===== src/rtl/muldiv_iter_if.sv =====
// muldiv_iter_if: command, operand and HI/LO result bundle of the iterative multiply/divide unit.
// Revision 1.0
`default_nettype none

interface muldiv_iter_if;
  logic        pause;
  logic [2:0]  ctl;
  logic [31:0] op_s;
  logic [31:0] op_t;
  logic [31:0] hi;
  logic [31:0] lo;
  logic        busy;

  modport master (
    output pause, ctl, op_s, op_t,
    input  hi, lo, busy
  );

  modport slave (
    input  pause, ctl, op_s, op_t,
    output hi, lo, busy
  );
endinterface

`default_nettype wire


===== src/rtl/muldiv_iter.sv =====
// muldiv_iter: 32-cycle radix-2 MULT/MULTU/DIV/DIVU unit with architectural HI/LO and MTHI/MTLO.
// Revision 1.0
`default_nettype none

module muldiv_iter (
  input  logic          clock,
  input  logic          rst,
  muldiv_iter_if.slave  bus
);

  localparam logic [2:0] C_CTL_MULT  = 3'd1;
  localparam logic [2:0] C_CTL_MULTU = 3'd2;
  localparam logic [2:0] C_CTL_DIV   = 3'd3;
  localparam logic [2:0] C_CTL_DIVU  = 3'd4;
  localparam logic [2:0] C_CTL_MTHI  = 3'd5;
  localparam logic [2:0] C_CTL_MTLO  = 3'd6;
  localparam logic [4:0] C_LAST_STEP = 5'd31;

  typedef enum logic [1:0] {
    S_IDLE = 2'd0,
    S_RUN  = 2'd1,
    S_FIX  = 2'd2
  } state_t;

  state_t      r_state;
  logic [4:0]  r_count;
  logic        r_is_div;
  logic        r_neg_res;
  logic        r_neg_rem;
  logic        r_div0;
  logic [31:0] r_raw_s;
  logic [31:0] r_a;
  logic [63:0] r_acc;
  logic [31:0] r_hi;
  logic [31:0] r_lo;

  logic        w_cmd_md;
  logic        w_signed;
  logic        w_cmd_div;
  logic [31:0] w_abs_s;
  logic [31:0] w_abs_t;
  logic [32:0] w_madd;
  logic [63:0] w_mul_next;
  logic [32:0] w_rem_sh;
  logic        w_div_ge;
  logic [31:0] w_dsub;
  logic [63:0] w_div_next;
  logic [63:0] w_prod_neg;
  logic [31:0] w_quot;
  logic [31:0] w_rem;

  assign w_cmd_md  = (bus.ctl == C_CTL_MULT) || (bus.ctl == C_CTL_MULTU) ||
                     (bus.ctl == C_CTL_DIV)  || (bus.ctl == C_CTL_DIVU);
  assign w_signed  = (bus.ctl == C_CTL_MULT) || (bus.ctl == C_CTL_DIV);
  assign w_cmd_div = (bus.ctl == C_CTL_DIV)  || (bus.ctl == C_CTL_DIVU);
  assign w_abs_s   = (w_signed && bus.op_s[31]) ? (32'd0 - bus.op_s) : bus.op_s;
  assign w_abs_t   = (w_signed && bus.op_t[31]) ? (32'd0 - bus.op_t) : bus.op_t;

  // Multiply: r_acc = {partial product, remaining multiplier bits}; r_a holds the multiplicand.
  assign w_madd     = {1'b0, r_acc[63:32]} + (r_acc[0] ? {1'b0, r_a} : 33'd0);
  assign w_mul_next = {w_madd, r_acc[31:1]};

  // Divide: r_acc = {remainder, dividend/quotient}; r_a holds the divisor.
  // The true difference is below 2^32 whenever it is taken, so 32 bits suffice.
  assign w_rem_sh   = r_acc[63:31];
  assign w_div_ge   = (w_rem_sh >= {1'b0, r_a});
  assign w_dsub     = w_rem_sh[31:0] - r_a;
  assign w_div_next = w_div_ge ? {w_dsub, r_acc[30:0], 1'b1} : {r_acc[62:0], 1'b0};

  assign w_prod_neg = 64'd0 - r_acc;
  assign w_quot     = r_acc[31:0];
  assign w_rem      = r_acc[63:32];

  always_ff @(posedge clock or posedge rst) begin
    if (rst) begin
      r_state   <= S_IDLE;
      r_count   <= 5'd0;
      r_is_div  <= 1'b0;
      r_neg_res <= 1'b0;
      r_neg_rem <= 1'b0;
      r_div0    <= 1'b0;
      r_raw_s   <= 32'd0;
      r_a       <= 32'd0;
      r_acc     <= 64'd0;
      r_hi      <= 32'd0;
      r_lo      <= 32'd0;
    end else if (!bus.pause) begin
      case (r_state)
        S_IDLE: begin
          if (w_cmd_md) begin
            r_is_div  <= w_cmd_div;
            r_neg_res <= w_signed && (bus.op_s[31] ^ bus.op_t[31]);
            r_neg_rem <= w_signed && bus.op_s[31];
            r_div0    <= (bus.op_t == 32'd0);
            r_raw_s   <= bus.op_s;
            r_count   <= 5'd0;
            if (w_cmd_div) begin
              r_a   <= w_abs_t;
              r_acc <= {32'd0, w_abs_s};
            end else begin
              r_a   <= w_abs_s;
              r_acc <= {32'd0, w_abs_t};
            end
            r_state <= S_RUN;
          end else if (bus.ctl == C_CTL_MTHI) begin
            r_hi <= bus.op_s;
          end else if (bus.ctl == C_CTL_MTLO) begin
            r_lo <= bus.op_s;
          end
        end

        S_RUN: begin
          r_acc   <= r_is_div ? w_div_next : w_mul_next;
          r_count <= r_count + 5'd1;
          if (r_count == C_LAST_STEP) begin
            r_state <= S_FIX;
          end
        end

        S_FIX: begin
          if (!r_is_div) begin
            {r_hi, r_lo} <= r_neg_res ? w_prod_neg : r_acc;
          end else if (r_div0) begin
            r_hi <= r_raw_s;
            r_lo <= 32'hFFFF_FFFF;
          end else begin
            r_lo <= r_neg_res ? (32'd0 - w_quot) : w_quot;
            r_hi <= r_neg_rem ? (32'd0 - w_rem) : w_rem;
          end
          r_state <= S_IDLE;
        end

        default: begin
          r_state <= S_IDLE;
        end
      endcase
    end
  end

  assign bus.busy = (r_state != S_IDLE);
  assign bus.hi   = r_hi;
  assign bus.lo   = r_lo;

endmodule

`default_nettype wire

===== src/flat_wrapper.sv =====
// flat-port wrapper written by rule: the top's interface ports become plain ports
module muldiv_iter_flat 
  (clock, rst, bus_pause, bus_ctl, bus_op_s, bus_op_t, bus_hi, bus_lo, bus_busy);
  muldiv_iter_if bus_i ();
  input  logic clock;
  input  logic rst;
  input wire logic [$bits(bus_i.pause)-1:0] bus_pause;
  input wire logic [$bits(bus_i.ctl)-1:0] bus_ctl;
  input wire logic [$bits(bus_i.op_s)-1:0] bus_op_s;
  input wire logic [$bits(bus_i.op_t)-1:0] bus_op_t;
  output wire logic [$bits(bus_i.hi)-1:0] bus_hi;
  output wire logic [$bits(bus_i.lo)-1:0] bus_lo;
  output wire logic [$bits(bus_i.busy)-1:0] bus_busy;
  assign bus_i.pause = bus_pause;
  assign bus_i.ctl = bus_ctl;
  assign bus_i.op_s = bus_op_s;
  assign bus_i.op_t = bus_op_t;
  assign bus_hi = bus_i.hi;
  assign bus_lo = bus_i.lo;
  assign bus_busy = bus_i.busy;
  muldiv_iter u_core (.clock(clock), .rst(rst), .bus(bus_i));
endmodule

===== config.mk =====
export PLATFORM = sky130hd
export DESIGN_NAME = muldiv_iter_flat
export DESIGN_NICKNAME = d
export VERILOG_FILES = /design/src/rtl/muldiv_iter_if.sv /design/src/rtl/muldiv_iter.sv /design/src/flat_wrapper.sv
export SDC_FILE = /design/constraint.sdc
export NUM_CORES = 1
export LEC_CHECK = 0
export BUFFER_PORTS_ARGS = -buffer_cell sky130_fd_sc_hd__buf_2
export CAP_MARGIN = 20
export CORE_ASPECT_RATIO = 1.1
export CORE_MARGIN = 10
export CORE_UTILIZATION = 40
export DETAILED_ROUTE_END_ITERATION = 12
export HOLD_SLACK_MARGIN = 0.05
export PLACE_DENSITY = 0.54
export SLEW_MARGIN = 20
export SYNTH_ARGS = -nofsm -noshare
export SYNTH_HDL_FRONTEND = slang
export SYNTH_SLANG_ARGS = --single-unit

===== constraint.sdc =====
create_clock -name clock -period 9.18 [get_ports clock]
set_clock_uncertainty 0.2 [all_clocks]
set_input_delay 0.918 -clock clock [delete_from_list [all_inputs] [get_ports clock]]
set_output_delay 0.918 -clock clock [all_outputs]
set_load 0.03 [all_outputs]

==> flow_metrics.env, run 1 <==
export IMPL_synth_main_ff_cell="dfrtp_1"
export IMPL_crit_start="u_core.r_acc[0]$_DFFE_PP0P_"
export IMPL_crit_cells=13
export IMPL_clockBufferDepth=3
export IMPL_drive_gt1_share_pct=12.4
export IMPL_tritoncts="yes"
export IMPL_placed_cell_area_sq_um=18400
export IMPL_port_buffer_count=134
export IMPL_grt_overflow_total=0
export IMPL_vias=16700
export IMPL_root_buffer="clkbuf_16"
export IMPL_max_slew_worst_pin_slew_ps=1110
export IMPL_fillers=4420
export IMPL_wl_um=65800
export IMPL_crit_path_end="u_core.r_acc[61]$_DFFE_PP0P_"
export IMPL_start_kind="flop"
export IMPL_ys_ff_latch=203
export IMPL_period_share_pct=46.8
export IMPL_initial_core_util_pct=40.3
export IMPL_fin_tns_setup_ps=0
export IMPL_fin_area_sq_um=19300
export IMPL_dieArea_sq_um=52300
export IMPL_cp_end_kind="flop"
export IMPL_ant_nets=0
export IMPL_max_cap_violations=0
export IMPL_gp_congestion=0.978
export IMPL_ys_seq_area_share_pct=29.2
export IMPL_hold_violations=0
export IMPL_synthTopCellsByArea="dfrtp_1 (29%), xnor2_1 (6.6%), nand2_1 (6.5%), o21ai_0 (6.4%), nor2_1 (5.1%)"
export IMPL_num_io_pins=135
export IMPL_path_buf_inv=2
export IMPL_crit_top_cell="o21ai_0"
export IMPL_die_w_um=219
export IMPL_fin_crit_ps=4290
export IMPL_post_cts_resized=0
export IMPL_cts_setup_buffers=0
export IMPL_antenna_found_initial=6
export IMPL_rrSetupSlack_ps=4890
export IMPL_power_density_nw_per_um2=369
export IMPL_r2r_cells=13
export IMPL_rsz0062_at_grt="false"
export IMPL_fmax_mhz=233
export IMPL_clock_sinks=203
export IMPL_slew_viol_final=0
export IMPL_cp_required_ps=9410
export IMPL_yosys_warnings=0
export IMPL_clk_latency_ps=560
export IMPL_grt_max_degree=91
export IMPL_grt_pass1_vias=16500
export IMPL_power_static_leakage_nw=8.18
export IMPL_drtPass1Iterations=6
export IMPL_synthArstFlopShare_pct=100
export IMPL_path_cells="inv_1 > buf_4 > nor2_1 > ha_1 > nor2b_1 > o31ai_1 > a21oi_1 > o211a_1 > o21ai_0 > o21ai_0 > o21ai_0 > mux2i_1 > a211o_1"
export IMPL_crit_family="compound AO/OA/AOI/OAI gates"
export IMPL_grt_pass1_wl_um=100000
export IMPL_ys_types=81
export IMPL_dieHeight_um=239
export IMPL_syn_avg_cell_area_sq_um=7.75
export IMPL_syn_num_nets=2390
export IMPL_synth_common_cells="nand2_1 (301), nor2_1 (238), o21ai_0 (221), dfrtp_1 (203), clkbuf_1 (160)"
export IMPL_nets=2396
export IMPL_synth_top_area_share_pct=29.2
export IMPL_hold_slack_ps=269
export IMPL_hold_path_class="in2async"
export IMPL_vias_per_cell=5.87
export IMPL_relSlewSlack_pct=25.7
export IMPL_crit_arrival_ps=4520
export IMPL_vdd_drop_max_uv=227
export IMPL_drt_iter0_drc=1326
export IMPL_cts_buffers=26
export IMPL_core_sq_um=43200
export IMPL_wl_per_cell_um=23.1
export IMPL_syn_area_sq_um=17400
export IMPL_reg2reg_to="u_core.r_acc[61]$_DFFE_PP0P_"
export IMPL_htree_num_levels=1
export IMPL_synthCells=2248
export IMPL_area_delta_synth_final_pct=10.9
export IMPL_holdBufCountCts=0
export IMPL_slowest_stage="o31ai_1"
export IMPL_cts_clk_slew_worst_paths_ps=60
export IMPL_synth_largest_area_cell="dfrtp_1"
export IMPL_yosysMostFrequentCell="nand2_1"
export IMPL_cp_max_fo=30
export IMPL_dpl_hpwl_um=49700
export IMPL_synth_edf_count=0
export IMPL_rows=80
export IMPL_path_class="reg2reg"
export IMPL_route_detailed_drc=0
export IMPL_grt_util_all_layers_pct=24.5
export IMPL_outcome="finished clean"
export IMPL_timing_rr_start="u_core.r_acc[0]$_DFFE_PP0P_"
export IMPL_finalSetupViolCount=0
export IMPL_slowest_delay_ps=510
registers in the layout, indices dropped and copies added, names as in the netlist, 2 cells and up:
register        count
u_core.bus.lo      32
u_core.r_acc       64
u_core.r_count      5
u_core.r_raw_s     32
u_core.r_state      2
u_core.r_a         32
u_core.bus.hi      32
routing by layer:
layer	vias up	global-route usage, %	part of all wire [%]
li1	7974	-	-
met1	8112	31.4	43
met2	516	39.8	47
met3	136	4.39	6.2
met4	2	10.5	4.3
met5	-	0	0.020
worst min path at each step:
| stage | startpoint | end | cells after the start | slack, ps |
|---|---|---|---|---|
| after detailed placement | u_core.bus.hi[16]$_DFFE_PP0P_ | u_core.bus.hi[16]$_DFFE_PP0P_ | 2 | 270 |
| after floorplan | u_core.r_raw_s[0]$_DFFE_PP0P_ | u_core.r_raw_s[0]$_DFFE_PP0P_ | 2 | 250 |
| final | rst | u_core.bus.hi[9]$_DFFE_PP0P_ | 2 | 270 |
| after global placement | u_core.bus.lo[31]$_DFFE_PP0P_ | u_core.bus.lo[31]$_DFFE_PP0P_ | 2 | 260 |
| after CTS | u_core.bus.hi[16]$_DFFE_PP0P_ | u_core.bus.hi[16]$_DFFE_PP0P_ | 2 | 280 |
| after global routing | u_core.bus.lo[20]$_DFFE_PP0P_ | u_core.bus.lo[20]$_DFFE_PP0P_ | 2 | 300 |
area by class of cell:
type | count | area [sq um] | area share, %
clock buffers | 34 | 721 | 3.73
repair buffers | 156 | 836 | 4.33
multi-input cells | 1803 | 11500 | 59.5
well taps | 574 | 718 | 3.72
clock inverters | 14 | 215 | 1.11
flip-flops and latches | 203 | 5090 | 26.3
inverters | 64 | 248 | 1.28
diodes | 2 | 5.00 | 0.0259
through the flow:
step / instances / utilization, % / worst slack, ps / power, W
after global routing: 2848 / 44.6 / 4630 / 0.00766
after global placement: 2800 / 42.5 / 5040 / 0.00591
after CTS: 2848 / 44.6 / 5010 / 0.00710
final: 2850 / 44.7 / 4890 / 0.00712
after floorplan: 2248 / - / 2520 / 0.00477
after detailed placement: 2800 / 42.5 / 5030 / 0.00594
cell families (layout without fill, tap and decap cells):
| logic type | count (synthesis) | count (layout) | share of synthesized area, % |
|---|---|---|---|
| xor gates and xnor gates | 202 | 202 | 10.2 |
| DFF | 203 | 203 | 29.2 |
| adders and majority gates | 72 | 72 | 5.26 |
| AOI/OAI and AO/OA | 694 | 694 | 25.2 |
| muxes | 88 | 88 | 5.28 |
| other | 0 | 2 | 0 |
| and+or+nand+nor | 747 | 747 | 19.6 |
| buffers and inverters | 242 | 268 | 5.35 |
worst reg2reg max path, cell delays in order (launching register included):
cell and delay, ps:
dfrtp_1 450, inv_1 120, buf_4 380, nor2_1 110, ha_1 350, nor2b_1 160
o31ai_1 510, a21oi_1 300, o211a_1 330, o21ai_0 400, o21ai_0 240, o21ai_0 240
mux2i_1 110, a211o_1 270
where the power goes:
group	internal, W	leakage (nW)	switching [W]
Combinational	0.00162	5.19	0.00253
Sequential	0.00129	2.53	0.000554
Clock	0.000694	0.455	0.000439
Total	0.00360	8.18	0.00352
placed cells by master (no fill, tap or decap), types with 13 or more instances in the layout:
| cell | instances |
|---|---|
| nand2_1 | 298 |
| nor2_1 | 236 |
| o21ai_0 | 221 |
| dfrtp_1 | 200 |
| a21oi_1 | 142 |
| buf_2 | 134 |
| xnor2_1 | 132 |
| xor2_1 | 70 |
| ha_1 | 70 |
| inv_1 | 63 |
| mux2i_1 | 57 |
| o211ai_1 | 40 |
| o31ai_1 | 39 |
| o22ai_1 | 31 |
| nor3_1 | 31 |
| mux2_2 | 31 |
| a21o_1 | 26 |
| clkbuf_16 | 26 |
| a31oi_1 | 25 |
| or3_1 | 24 |
| buf_4 | 22 |
| o21a_1 | 21 |
| nand2b_1 | 19 |
| nand3_1 | 19 |
| or4_1 | 17 |
| a211oi_1 | 16 |
| nand4_1 | 16 |
| nor2b_1 | 15 |
| nor4_1 | 15 |
| o21ai_1 | 13 |
Note: power is estimated with default switching activity, not from simulation.
==> run 2: changes to the inputs <==
==> constraint.sdc (replaced) <==
create_clock -name clock -period 4.3 [get_ports clock]
set_clock_uncertainty 0.2 [all_clocks]
set_input_delay 0.43 -clock clock [delete_from_list [all_inputs] [get_ports clock]]
set_output_delay 0.43 -clock clock [all_outputs]
set_load 0.03 [all_outputs]
==> flow_metrics.env, run 2 (synthesized netlist as in run 1, its figures left out) <==
export IMPL_largest_reg_flops=64
export IMPL_cp_max_fo=13
export IMPL_multi_input_area_sq_um=11500
export IMPL_drt_iter0_drc=1286
export IMPL_grt_util_all_layers_pct=25.4
export IMPL_hold_violations=0
export IMPL_grt_pass1_wl_um=103000
export IMPL_clockBufferDepth=3
export IMPL_power_static_leakage_nw=8.51
export IMPL_start_kind="flop"
export IMPL_switching_share_pct=49.1
export IMPL_nets=2461
export IMPL_seq_area_sq_um=5090
export IMPL_fillers=4395
export IMPL_finalSetupViolCount=0
export IMPL_path_cells="clkinvlp_4 > buf_4 > nor2_1 > ha_1 > a2111oi_0 > o21ai_0 > nand2_1 > o211ai_1 > a31oi_1 > o211ai_1 > xnor2_1 > mux2i_1 > a32o_1"
export IMPL_ant_nets=0
export IMPL_final_cells=2913
export IMPL_cts_buffers=26
export IMPL_port_buffer_count=134
export IMPL_slowest_stage="dfrtp_1"
export IMPL_core_sq_um=43200
export IMPL_pwr_share_clk_pct=16.0
export IMPL_gr_usage_met1_pct=33.5
export IMPL_n_antenna_cell=0
export IMPL_grt_busiest_layer="met2"
export IMPL_wl_per_cell_um=23.4
export IMPL_drive_gt1_share_pct=14.0
export IMPL_dieHeight_um=239
export IMPL_die_w_um=219
export IMPL_finalPower_w=0.0158
export IMPL_power_internal_w=0.00802
export IMPL_switching_power_w=0.00775
export IMPL_crit_arrival_ps=4170
export IMPL_grt_use_met2_pct=39.9
export IMPL_outcome="finished clean"
export IMPL_grt_overflow_total=0
export IMPL_max_cap_violations=0
export IMPL_wl_um=68200
export IMPL_route_detailed_drc=0
export IMPL_fmax_mhz=254
export IMPL_vias_per_cell=5.88
export IMPL_cp_end_kind="flop"
export IMPL_fin_crit_ps=3930
export IMPL_power_density_nw_per_um2=792
export IMPL_grt_max_degree=120
export IMPL_area_delta_synth_final_pct=14.4
export IMPL_fin_area_sq_um=19900
export IMPL_root_buffer="clkbuf_16"
export IMPL_vdd_drop_max_uv=398
export IMPL_met3_usage_pct=4.02
export IMPL_top_register="u_core.r_acc"
export IMPL_period_share_pct=91.4
export IMPL_clock_sinks=203
export IMPL_dieArea_sq_um=52300
export IMPL_final_cell_mix="nand2_1 (299), nor2_1 (237), o21ai_0 (220)"
export IMPL_dpl_hpwl_um=51700
export IMPL_seq_power_share_pct=23.6
export IMPL_dp_cells=2847
export IMPL_crit_family="compound AO/OA/AOI/OAI gates"
export IMPL_fin_tns_setup_ps=0
export IMPL_path_buf_inv=2
export IMPL_tritoncts="yes"
export IMPL_slew_viol_final=0
export IMPL_antenna_found_initial=1
export IMPL_placed_cell_area_sq_um=18800
export IMPL_cp_required_ps=4540
export IMPL_p_comb_share_pct=60.4
export IMPL_cts_clk_slew_worst_paths_ps=60
export IMPL_num_io_pins=135
export IMPL_rsz0062_at_grt="false"
export IMPL_vias=17100
export IMPL_rows=80
export IMPL_dp_slack_ps=410
export IMPL_setup_slack_ps=370
export IMPL_hold_path_class="in2reg"
export IMPL_grt_pass1_vias=16600
export IMPL_crit_top_cell="o211ai_1"
export IMPL_slowest_delay_ps=460
export IMPL_cts_setup_buffers=0
export IMPL_path_class="reg2reg"
export IMPL_initial_core_util_pct=40.3
export IMPL_htree_num_levels=1
export IMPL_relSlewSlack_pct=28.6
export IMPL_gp_congestion=0.964
export IMPL_drtPass1Iterations=6
export IMPL_max_slew_worst_pin_slew_ps=1070
export IMPL_layout_commonest_cell="nand2_1"
export IMPL_clk_latency_ps=570
[run 2: worst reg2reg max path: stages (launching register included)]
cell and delay, ps:
dfrtp_1 460, clkinvlp_4 330, buf_4 290, nor2_1 110, ha_1 300, a2111oi_0 450
o21ai_0 230, nand2_1 130, o211ai_1 190, a31oi_1 360, o211ai_1 220, xnor2_1 170
mux2i_1 90, a32o_1 280
[run 2: area by class of cell]
class / instances / area share [%]
multi-input cells: 1803 / 57.6
flip-flops and latches: 203 / 25.5
repair buffers: 221 / 7.12
well taps: 574 / 3.61
clock buffers: 34 / 3.57
clock inverters: 14 / 1.33
inverters: 64 / 1.24
[run 2: through the flow]
stage / hold WS (ps) / utilization (%)
2_1_floorplan: 250 / -
5_1_grt: 61.6 / 46.1
6_report: 84.1 / 46.1
4_1_cts: 53.2 / 46.0
3_3_place_gp: 263 / 43.4
3_5_place_dp: 269 / 43.4
[run 2: final timing paths]
path                       slack (ps)                        endpoint  depth (start not counted)                         start
min reg2reg                       280    u_core.bus.hi[3]$_DFFE_PP0P_                          2  u_core.bus.hi[3]$_DFFE_PP0P_
max in group asynchronous        2660      u_core.r_a[14]$_DFFE_PP0P_                          4                           rst
max                               370    u_core.r_acc[58]$_DFFE_PP0P_                         13   u_core.r_acc[0]$_DFFE_PP0P_
min                                80   u_core.bus.hi[24]$_DFFE_PP0P_                          3                  bus_op_s[24]
min in group asynchronous         290  u_core.r_raw_s[10]$_DFFE_PP0P_                          3                           rst
max reg2reg                       370    u_core.r_acc[58]$_DFFE_PP0P_                         13   u_core.r_acc[0]$_DFFE_PP0P_
[run 2: power groups by stage]
stage               Clock [W]  Combinational [W]  Sequential [W]
floorplan                   0            0.00640         0.00380
global placement            0            0.00932         0.00370
detailed placement          0            0.00934         0.00373
CTS                   0.00257            0.00942         0.00371
global route          0.00265             0.0104         0.00382
finish                0.00252            0.00952         0.00373
[run 2: metal layers]
layer,vias to the layer above,routed length (um)
li1,8130,-
met1,8239,29500
met2,621,31000
met3,140,4380
met4,0,3400
met5,-,0
[run 2: timing repair]
item | in CTS | in global routing
hold buffers | 18 | 0
hold endpoints to repair | 41 | 0
setup endpoints to repair | 0 | 1
gates resized for setup | 0 | 2
==> run 3: changes to the inputs <==
--- a/config.mk
+++ b/config.mk
@@ -5,14 +5,15 @@
 export SDC_FILE = /design/constraint.sdc
 export NUM_CORES = 1
 export LEC_CHECK = 0
-export BUFFER_PORTS_ARGS = -buffer_cell sky130_fd_sc_hd__buf_2
+export ABC_AREA = 1
 export CAP_MARGIN = 20
 export CORE_ASPECT_RATIO = 1.1
 export CORE_MARGIN = 10
 export CORE_UTILIZATION = 40
 export DETAILED_ROUTE_END_ITERATION = 12
-export HOLD_SLACK_MARGIN = 0.05
-export PLACE_DENSITY = 0.54
+export DONT_BUFFER_PORTS = 1
+export HOLD_SLACK_MARGIN = 0.12
+export PLACE_DENSITY = 0.51
 export SLEW_MARGIN = 20
 export SYNTH_ARGS = -nofsm -noshare
 export SYNTH_HDL_FRONTEND = slang
==> flow_metrics.env, run 3 <==
export IMPL_initial_core_util_pct=40.5
export IMPL_cp_max_fo=24
export IMPL_fmax_mhz=253
export IMPL_ys_ff_latch=203
export IMPL_slew_viol_final=0
export IMPL_root_buffer="clkbuf_16"
export IMPL_layout_commonest_cell="nand2_1"
export IMPL_rows=86
export IMPL_cp_end_kind="flop"
export IMPL_die_w_um=235
export IMPL_grt_max_degree=75
export IMPL_tritoncts="yes"
export IMPL_start_kind="input port"
export IMPL_top_register="u_core.r_acc"
export IMPL_syn_area_sq_um=20400
export IMPL_path_cells="dlygate4sd3_1 > inv_1 > nor2_4 > buf_4 > o31ai_1 > nand3_1 > dlygate4sd3_1 > nand2_1 > dlygate4sd3_1 > nand2_1 > o211ai_1 > dlygate4sd3_1"
export IMPL_yosysMostFrequentCell="nand2_1"
export IMPL_synth_top_area_share_pct=24.9
export IMPL_power_static_leakage_nw=11.3
export IMPL_ant_nets=0
export IMPL_ys_seq_area_share_pct=24.9
export IMPL_syn_avg_cell_area_sq_um=5.84
export IMPL_grt_overflow_total=0
export IMPL_crit_arrival_ps=4190
export IMPL_vias_per_cell=5.83
export IMPL_antenna_found_initial=4
export IMPL_power_density_nw_per_um2=868
export IMPL_holdBufCountCts=63
export IMPL_vdd_drop_max_uv=524
export IMPL_synthCells=3490
export IMPL_fillers=5444
export IMPL_final_cell_mix="nand2_1 (1029), nor2_1 (511), inv_1 (409)"
export IMPL_dieHeight_um=257
export IMPL_dieArea_sq_um=60400
export IMPL_finalSetupViolCount=0
export IMPL_outcome="finished clean"
export IMPL_synthArstFlopShare_pct=100
export IMPL_synthTopCellsByArea="dfrtp_1 (25%), nand2_1 (19%), nor2_1 (9.5%), nand3_1 (8.4%), inv_1 (7.6%)"
export IMPL_clockBufferDepth=3
export IMPL_gp_congestion=1.05
export IMPL_yosys_warnings=0
export IMPL_hold_violations=0
export IMPL_cts_clk_slew_worst_paths_ps=70
export IMPL_cp_required_ps=4540
export IMPL_fin_tns_setup_ps=0
export IMPL_max_slew_worst_pin_slew_ps=1040
export IMPL_rsz0062_at_grt="false"
export IMPL_fin_crit_ps=3950
export IMPL_hold_path_class="in2reg"
export IMPL_setup_slack_ps=349
export IMPL_post_cts_resized=0
export IMPL_synth_edf_count=0
export IMPL_synth_main_ff_cell="dfrtp_1"
export IMPL_route_detailed_drc=0
export IMPL_wl_per_cell_um=25.3
export IMPL_drive_gt1_share_pct=4.35
export IMPL_largest_reg_flops=64
export IMPL_max_cap_violations=0
export IMPL_clk_latency_ps=600
export IMPL_synth_largest_area_cell="dfrtp_1"
export IMPL_period_share_pct=91.9
export IMPL_cts_setup_buffers=0
export IMPL_synth_common_cells="nand2_1 (1029), nor2_1 (513), inv_1 (412), nand3_1 (342), o21ai_0 (224)"
export IMPL_port_buffer_count=0
export IMPL_wl_um=106000
export IMPL_ys_types=57
export IMPL_drtPass1Iterations=6
export IMPL_drt_iter0_drc=3045
export IMPL_syn_num_nets=3632
export IMPL_slowest_stage="dlygate4sd3_1"
export IMPL_cts_buffers=26
export IMPL_vias=24400
export IMPL_path_class="in2reg"
export IMPL_htree_num_levels=1
export IMPL_crit_top_cell="dlygate4sd3_1"
export IMPL_num_io_pins=135
export IMPL_clock_sinks=203
export IMPL_grt_pass1_vias=22800
export IMPL_core_sq_um=50300
export IMPL_grt_pass1_wl_um=154000
export IMPL_dp_slack_ps=819
export IMPL_slowest_delay_ps=590
export IMPL_area_delta_synth_final_pct=11.1
export IMPL_relSlewSlack_pct=30.6
export IMPL_grt_util_all_layers_pct=33.5
export IMPL_nets=3641
export IMPL_dpl_hpwl_um=84900
==> run 3: changes by cell type after synthesis, moves of 32 or more <==
| cell | change |
|---|---|
| mux2i_1 | -55 |
| clkbuf_1 | -89 |
| o31ai_1 | -33 |
| nand3_1 | +323 |
| a21oi_1 | +53 |
| nand2_1 | +728 |
| nor2_1 | +275 |
| inv_1 | +348 |
| xnor2_1 | -121 |
| buf_2 | +32 |
==> run 3: stage by stage <==
step	power, W	hold slack [ps]	cell area [sq um]	utilization (%)	instances
3_3_place_gp	0.0167	267	21000	41.9	4067
3_5_place_dp	0.0167	168	21100	41.9	4068
2_1_floorplan	0.0121	248	20400	-	3490
4_1_cts	0.0193	126	22600	45.0	4179
6_report	0.0197	139	22600	45.0	4180
5_1_grt	0.0209	133	22600	45.0	4179
==> run 3: cell families (layout without fill, tap and decap cells) <==
| family | count (synthesis) | after routing | share of synthesized area, % |
|---|---|---|---|
| adder cells (fa/ha/maj) | 72 | 72 | 4.50 |
| AO/OA/AOI/OAI | 567 | 567 | 15.6 |
| buffers and inverters | 556 | 585 | 10.7 |
| other | 0 | 1 | 0 |
| multiplexers | 2 | 2 | 0.0983 |
| XOR/XNOR | 65 | 65 | 2.79 |
| flip-flops | 203 | 203 | 24.9 |
| AND/OR/NAND/NOR | 2025 | 2025 | 41.4 |
==> run 3: area by class of cell <==
cell class,instances,area [sq um],share of cell area [%]
multi-input cells,2731,13100,58.0
clock inverters,15,218,0.962
inverters,431,1630,7.18
well taps,660,826,3.65
clock buffers,33,727,3.21
flip-flops and latches,203,5080,22.5
repair buffers,106,1030,4.54
diodes,1,2.50,0.0111
==> run 3: path summary, 6_finish.rpt <==
kind | to | depth (start not counted) | startpoint | slack, ps
setup / recovery | u_core.r_a[29]$_DFFE_PP0P_ | 12 | bus_op_s[31] | 350
hold / removal | u_core.r_acc[22]$_DFFE_PP0P_ | 5 | bus_op_s[22] | 140
setup reg to reg | u_core.r_acc[59]$_DFFE_PP0P_ | 18 | u_core.r_acc[0]$_DFFE_PP0P_ | 690
hold reg to reg | u_core.r_raw_s[2]$_DFFE_PP0P_ | 2 | u_core.r_raw_s[2]$_DFFE_PP0P_ | 280
max in group asynchronous | u_core.r_is_div$_DFFE_PP0P_ | 4 | rst | 2680
min in group asynchronous | u_core.r_acc[48]$_DFFE_PP0P_ | 2 | rst | 170
==> run 3: per-layer routing <==
metal	up-vias	global-route usage, %	share of wire, %
met5	-	0	0.023
met4	4	20.7	7.2
met3	268	5.19	8.6
met2	1319	54.0	45
met1	11500	41.3	39
li1	11300	-	-
==> run 3: worst max-delay path: cells and delay by family <==
kind	cells	cell delay [ps]
AO/OA/AOI/OAI	2	220
buffers and inverters	6	2900
AND/OR/NAND/NOR	4	620
==> run 3: power breakdown <==
part           internal (W)  leakage [nW]  switching [W]
sequential          0.00279          2.44        0.00176
clock               0.00146         0.468        0.00104
combinational       0.00357          8.37        0.00903
